===== src/rtl/sync_register_file.sv =====
// sync_register_file
//   Clocked control/status register bank sitting between the host bus decoder
//   and the video core. Each of NUM_REGS registers is read/write, W1C status or
//   read-only, chosen per register by RW_MASK / W1C_MASK (RW wins on overlap).
//
// Ports
//   clk, reset   clock and synchronous active-high reset
//   en, rd, wr   bus access enable and read/write requests (qualified by en)
//   be           byte enables, be[k] covers data bits 8k+7:8k
//   addr         register address
//   data_in      write data
//   data_out     registered read data, holds until the next read
//   rd_valid     one-cycle pulse marking data_out as fresh
//   values_in    live values of read-only registers, register i at [i*DW +: DW]
//   set_in       event pulses that set W1C bits, same packing as values_in
//   values_out   current RW/W1C contents (0 for read-only registers)
//   wr_strobe    one-cycle pulse per RW/W1C register written
module sync_register_file #(
   parameter int unsigned ADDR_WIDTH = 4,
   parameter int unsigned DATA_WIDTH = 16,
   parameter int unsigned NUM_REGS = 16,
   parameter logic [NUM_REGS-1:0] RW_MASK = 16'h00F2,
   parameter logic [NUM_REGS-1:0] W1C_MASK = 16'h0100
) (
   input  logic                           clk,
   input  logic                           reset,
   input  logic                           en,
   input  logic                           rd,
   input  logic                           wr,
   input  logic [DATA_WIDTH/8-1:0]        be,
   input  logic [ADDR_WIDTH-1:0]          addr,
   input  logic [DATA_WIDTH-1:0]          data_in,
   output logic [DATA_WIDTH-1:0]          data_out,
   output logic                           rd_valid,
   input  logic [DATA_WIDTH*NUM_REGS-1:0] values_in,
   input  logic [DATA_WIDTH*NUM_REGS-1:0] set_in,
   output logic [DATA_WIDTH*NUM_REGS-1:0] values_out,
   output logic [NUM_REGS-1:0]            wr_strobe
);

   localparam int unsigned NBYTES = DATA_WIDTH / 8;
   localparam int unsigned NSLOTS = 2 ** ADDR_WIDTH;

   logic [DATA_WIDTH-1:0] be_mask;
   logic [DATA_WIDTH-1:0] rd_view [NSLOTS];
   logic [NUM_REGS-1:0]   strobe_d;

   // Only slices of these buses belong to each register kind.
   logic unused_inputs;
   assign unused_inputs = ^{values_in, set_in};

   always_comb begin
      be_mask = '0;
      for (int unsigned k = 0; k < NBYTES; k++) begin
         be_mask[k*8 +: 8] = {8{be[k]}};
      end
   end

   for (genvar i = 0; i < NUM_REGS; i++) begin : g_reg
      logic hit;
      assign hit = en & wr & (addr == ADDR_WIDTH'(i));

      if (RW_MASK[i]) begin : g_rw
         logic [DATA_WIDTH-1:0] cur;
         always_ff @(posedge clk) begin
            if (reset) begin
               cur <= '0;
            end else if (hit) begin
               cur <= (cur & ~be_mask) | (data_in & be_mask);
            end
         end
         assign rd_view[i] = cur;
         assign values_out[i*DATA_WIDTH +: DATA_WIDTH] = cur;
         assign strobe_d[i] = hit;
      end else if (W1C_MASK[i]) begin : g_w1c
         logic [DATA_WIDTH-1:0] cur;
         logic [DATA_WIDTH-1:0] clr;
         assign clr = hit ? (data_in & be_mask) : '0;
         // Set is OR-ed after the clear so a same-cycle event is never lost.
         always_ff @(posedge clk) begin
            if (reset) begin
               cur <= '0;
            end else begin
               cur <= (cur & ~clr) | set_in[i*DATA_WIDTH +: DATA_WIDTH];
            end
         end
         assign rd_view[i] = cur;
         assign values_out[i*DATA_WIDTH +: DATA_WIDTH] = cur;
         assign strobe_d[i] = hit;
      end else begin : g_ro
         assign rd_view[i] = values_in[i*DATA_WIDTH +: DATA_WIDTH];
         assign values_out[i*DATA_WIDTH +: DATA_WIDTH] = '0;
         assign strobe_d[i] = 1'b0;
      end
   end

   // Unimplemented address slots read as zero.
   for (genvar j = NUM_REGS; j < NSLOTS; j++) begin : g_hole
      assign rd_view[j] = '0;
   end

   always_ff @(posedge clk) begin
      if (reset) begin
         data_out  <= '0;
         rd_valid  <= 1'b0;
         wr_strobe <= '0;
      end else begin
         rd_valid  <= en & rd;
         wr_strobe <= strobe_d;
         if (en & rd) begin
            data_out <= rd_view[addr];
         end
      end
   end

endmodule


===== config.mk =====
export PLATFORM = sky130hd
export DESIGN_NAME = sync_register_file
export DESIGN_NICKNAME = d
export VERILOG_FILES = /design/src/rtl/sync_register_file.sv
export SDC_FILE = /design/constraint.sdc
export NUM_CORES = 1
export LEC_CHECK = 0
export BUFFER_PORTS_ARGS = -buffer_cell sky130_fd_sc_hd__buf_2
export CAP_MARGIN = 20
export CELL_PAD_IN_SITES_DETAIL_PLACEMENT = 0
export CELL_PAD_IN_SITES_GLOBAL_PLACEMENT = 1
export CORE_AREA = 2 2 319 321
export CTS_BUF_LIST = sky130_fd_sc_hd__clkbuf_8
export DETAILED_ROUTE_END_ITERATION = 8
export DIE_AREA = 0 0 321 323
export PLACE_DENSITY = 0.42
export SLEW_MARGIN = 20
export SYNTH_ARGS = -nofsm -noshare
export SYNTH_HDL_FRONTEND = slang
export SYNTH_SLANG_ARGS = --single-unit

===== constraint.sdc =====
create_clock -name clk -period 1.8 [get_ports clk]
set_clock_uncertainty 0.05 [all_clocks]
set_input_delay 0.18 -clock clk [delete_from_list [all_inputs] [get_ports clk]]
set_output_delay 0.18 -clock clk [all_outputs]
set_load 0.01 [all_outputs]

Word-level counts from Yosys, hierarchy flattened
Index checks and enable logic that the tools add are counted.

cells by class
  eq/ne operators = 6
  magnitude comparators = 1
  bitwise logic cells = 24
  mux-type cells = 4

operators with widths
  cell                count
  $and 16x16->16      7
  $or 16x16->16       6
  $bmux 16 s4         1
  $mux 16             3
  $not 16->16         2
  $eq 4x3->1 const B  4
  $and 1x1->1         8
  $ge 5x5->1 const B  1
  $not 4->5           1
  $eq 4x1->1 const B  1
  $eq 4x4->1 const B  1

storage, ports and cells
  output and inout port bits = 289
  register bits after elaboration = 129
  bits of input ports = 539

Logic depth before layout (Yosys ltp)
  depth after elaboration = 6
  depth in mapped cells = 7

Least setup slack after synthesis
No wires, ideal clock.

  kind = in2reg
  start = input addr[1]
  end = register data_out[5]
  library setup time = 0.136 ns
  path buffers = 2
  slack = 0.348 ns
  data required time = 1.614 ns
  arrival time = 1.267 ns
  stages = 5
  cell sequence = buf_6 -> buf_6 -> mux4_2 -> a211oi_1 -> a211oi_1

on the way
  cells in the longest elaborated chain, start to end = 4

RTL lines
  what                                         line  source
  start: declaration                           31    input logic [ADDR_WIDTH-1:0] addr,
  $not 4->5 (implied by the code)              111   data_out <= rd_view[addr];
  $bmux 16 s4                                  111
  $mux 16 (implied by the code) (2 in series)  111
  end signal: assignment                       111
  end: declaration                             33    output logic [DATA_WIDTH-1:0] data_out,

No other way between the ends. The select of a mux whose other input is x is not followed.
A chain may end at the register's enable or synchronous reset.

Worst setup path after layout
  start = input addr[1]
  end = register g_reg[8].g_w1c.cur[12]

on the way
  cells in the longest elaborated chain, start to end = 6

RTL lines
  what                    line  source
  $eq 4x4->1              61    assign hit = en & wr & (addr == ADDR_WIDTH'(i));
  $and 1x1->1             61
  $mux 16                 78    assign clr = hit ? (data_in & be_mask) : '0;
  $not 16->16             84    cur <= (cur & ~clr) | set_in[i*DATA_WIDTH +: DATA_WIDTH];
  $and 16x16->16          84
  $or 16x16->16           84
  end signal: assignment  84
  end: declaration        76    logic [DATA_WIDTH-1:0] cur;

No other way between the ends.

==> qor.txt <==
Yosys top cell by area = dfxtp_1
share of layout cells above drive strength 1 = 40.5%
Post-DP HPWL = 39.2 mm
most frequent cells in the layout = buf_2 (318), conb_1 (170), mux2i_1 (168), nor2_1 (119), dfxtp_1 (119)
status = complete, no violations
Mapped Area = 0.00777 mm2
global-route wire length before repair = 61.5 mm
initial antenna violation count = 20
Yosys cell types = 34
Final Hold Fails = 0
row count = 117
peak supply drop = 0.493 mV
Die X = 321 um
Nets = 1779
total gr overflow = 0
area of the core = 0.101 mm2
min-delay worst type = input port to flip-flop
routed vias/inst = 2.88
Seq/Total Area, Yosys = 30.7%
Fmax achieved = 566 MHz
routed wire length on met2 = 19.2 mm
Post-DP Area = 0.0112 mm2
TritonCTS Sinks = 119
Inserted Clock Buffers = 17
Max Cap Violations = 0
largest net degree at the start of global routing = 40
Fill cells = 11600
fin crit share = 98.2%
crit path kind = input port to flip-flop
worst reg2reg path endpoint = data_out[5]$_SDFFE_PP0P_
Routability Congestion = 0.761
Avg Inst Size Synth = 9.66 um2
Synth top area share = 30.7%
P per Cell Area = 601 mW/mm2
number of global-route vias before repair = 7359
CTS Buffer Depth = 2
HP Start = values_in[209]
worst r2r path cells = 3
EDFF count, synth = 0
Max H-tree Level = 4
yosys warns = 0
Mapped Cells = 804
Clk Latency, worst-skew pair = 0.55 ns
CP arrival = 2.17 ns
num ports = 828
hold slack = 0.101 ns
DRT antenna net count = 0
Top Metal Used = met5
Worst R2R Start = g_reg[8].g_w1c.cur[5]$_SDFF_PP0_
Worst Path Max Fanout = 8
# Post-CTS Setup Buffers = 0
met1 WL = 23.3 mm
CP Launch Type = input port
CTS clk-pin slew, worst paths = 0.09 ns
Initial Utilization = 7.71%
fin crit period = 1.77 ns
top_reg_cell synth = dfxtp_1
Via Count = 7403
CP endpoint kind = flip-flop
DRT Pass-1 Iters = 5
Worst Hold End = data_out[1]$_SDFFE_PP0P_
Final setup viols = 0
die area = 0.104 mm2
Chip Height = 323 um
Synth area leaders = dfxtp_1 (31%), mux2i_1 (22%), buf_4 (17%)
commonest non-fill, non-tap cell in the layout = buf_2
DRC = 0
Lkg Pwr = 5.89 nW
Yosys reg bits = 119
Hold Path Stages = 5
Wirelength per Cell = 18.3 um
FFs w/ async S/R, synth = 0%
CTS tree = yes
FF-to-FF setup slack = 0.11 ns
area grow syn2layout = 55.9%
total track usage = 8.93%
Root Buffer = clkbuf_8
Worst Path Required = 2.20 ns
Finished Cell Area = 0.0121 mm2
FF/Latch Area = 0.00238 mm2
Slew Limit Fails = 0
Iter 0 DRT Violations = 314
met3 WL = 3.75 mm
RSZ-0062 raised after global routing = false
Multi-input gate area = 0.00441 mm2
port buffer count = 321
final wirelength = 47.1 mm
==> where the power goes <==
part	leakage [nW]	internal (mW)	total [mW]	switching, mW
combinational	4.71	0.705	1.66	0.956
sequential	0.967	2.69	2.74	0.0456
clock	0.216	1.40	2.88	1.48
==> repair_timing <==
| action | in CTS | in global routing |
|---|---|---|
| resized for setup | 3 | 1 |
| hold buffers | 45 | 0 |
| setup endpoints to repair | 3 | 1 |
| endpoints found under the hold margin | 94 | 0 |
| cloned | 0 | 0 |
==> cell type report <==
class,instances,share of cell area [%]
multi-input combinational,631,36.4
timing repair buffer,470,26.7
sequential,119,19.7
tap,1309,13.5
clock buffer,17,1.93
clock inverter,15,1.58
antenna,5,0.103
inverter,1,0.0310
==> critical path, cell delays in order <==
cell and delay, ns:
buf_4 0.22, buf_4 0.20, nor4b_4 0.26, buf_12 0.17
buf_12 0.14, nand4_1 0.15, a21oi_1 0.19, dlygate4sd3_1 0.58
nor2_1 0.04
==> cells in the mapped netlist, drive strengths merged (2+ instances only) <==
cell type and n:
a21oi 16, nor2 119, nor2b 2, nor4b 2, nand4 16, buf 202
and2 3, mux4 20, mux2i 168, nand3b 2, o21ai 16, a221oi 16
nand3 11, nand2b 2, a211oi 32, clkbuf 20, dfxtp 119, o22ai 28
nand2 3
==> worst max path at each step <==
stage	depth (start not counted)	end	slack, ns	start
2_1_floorplan	5	data_out[5]$_SDFFE_PP0P_	0.35	addr[1]
3_3_place_gp	6	data_out[14]$_SDFFE_PP0P_	-0.45	addr[1]
3_5_place_dp	6	data_out[14]$_SDFFE_PP0P_	-0.46	addr[1]
4_1_cts	4	data_out[7]$_SDFFE_PP0P_	0.05	flip-flop
5_1_grt	7	data_out[11]$_SDFFE_PP0P_	0.03	rd
6_report	9	g_reg[8].g_w1c.cur[12]$_SDFF_PP0_	0.03	addr[1]
==> per-layer routing <==
metal | up-vias | global-route usage (%)
li1 | 3428 | -
met1 | 3470 | 12.6
met2 | 464 | 12.9
met3 | 37 | 2.79
met4 | 4 | 2.63
met5 | - | 0
==> cell families after synthesis <==
family,share of synthesized area [%]
buffers and inverters,21.0
muxes,27.5
AOI/OAI and AO/OA,10.2
other,0.0483
and+or+nand+nor,10.6
DFF,30.7
==> through the flow <==
step           setup TNS [ns]  utilization (%)  power (mW)  std cells  worst slack [ns]
3_3_place_gp            -4.07             11.1        4.40       2485            -0.447
2_1_floorplan               0                -        3.80        973             0.348
5_1_grt                     0             12.0        7.73       2563            0.0320
6_report                    0             12.0        7.28       2567            0.0328
3_5_place_dp            -3.78             11.1        4.40       2485            -0.462
4_1_cts                     0             12.0        7.54       2562            0.0468
Power figures use the tool's default switching activity.
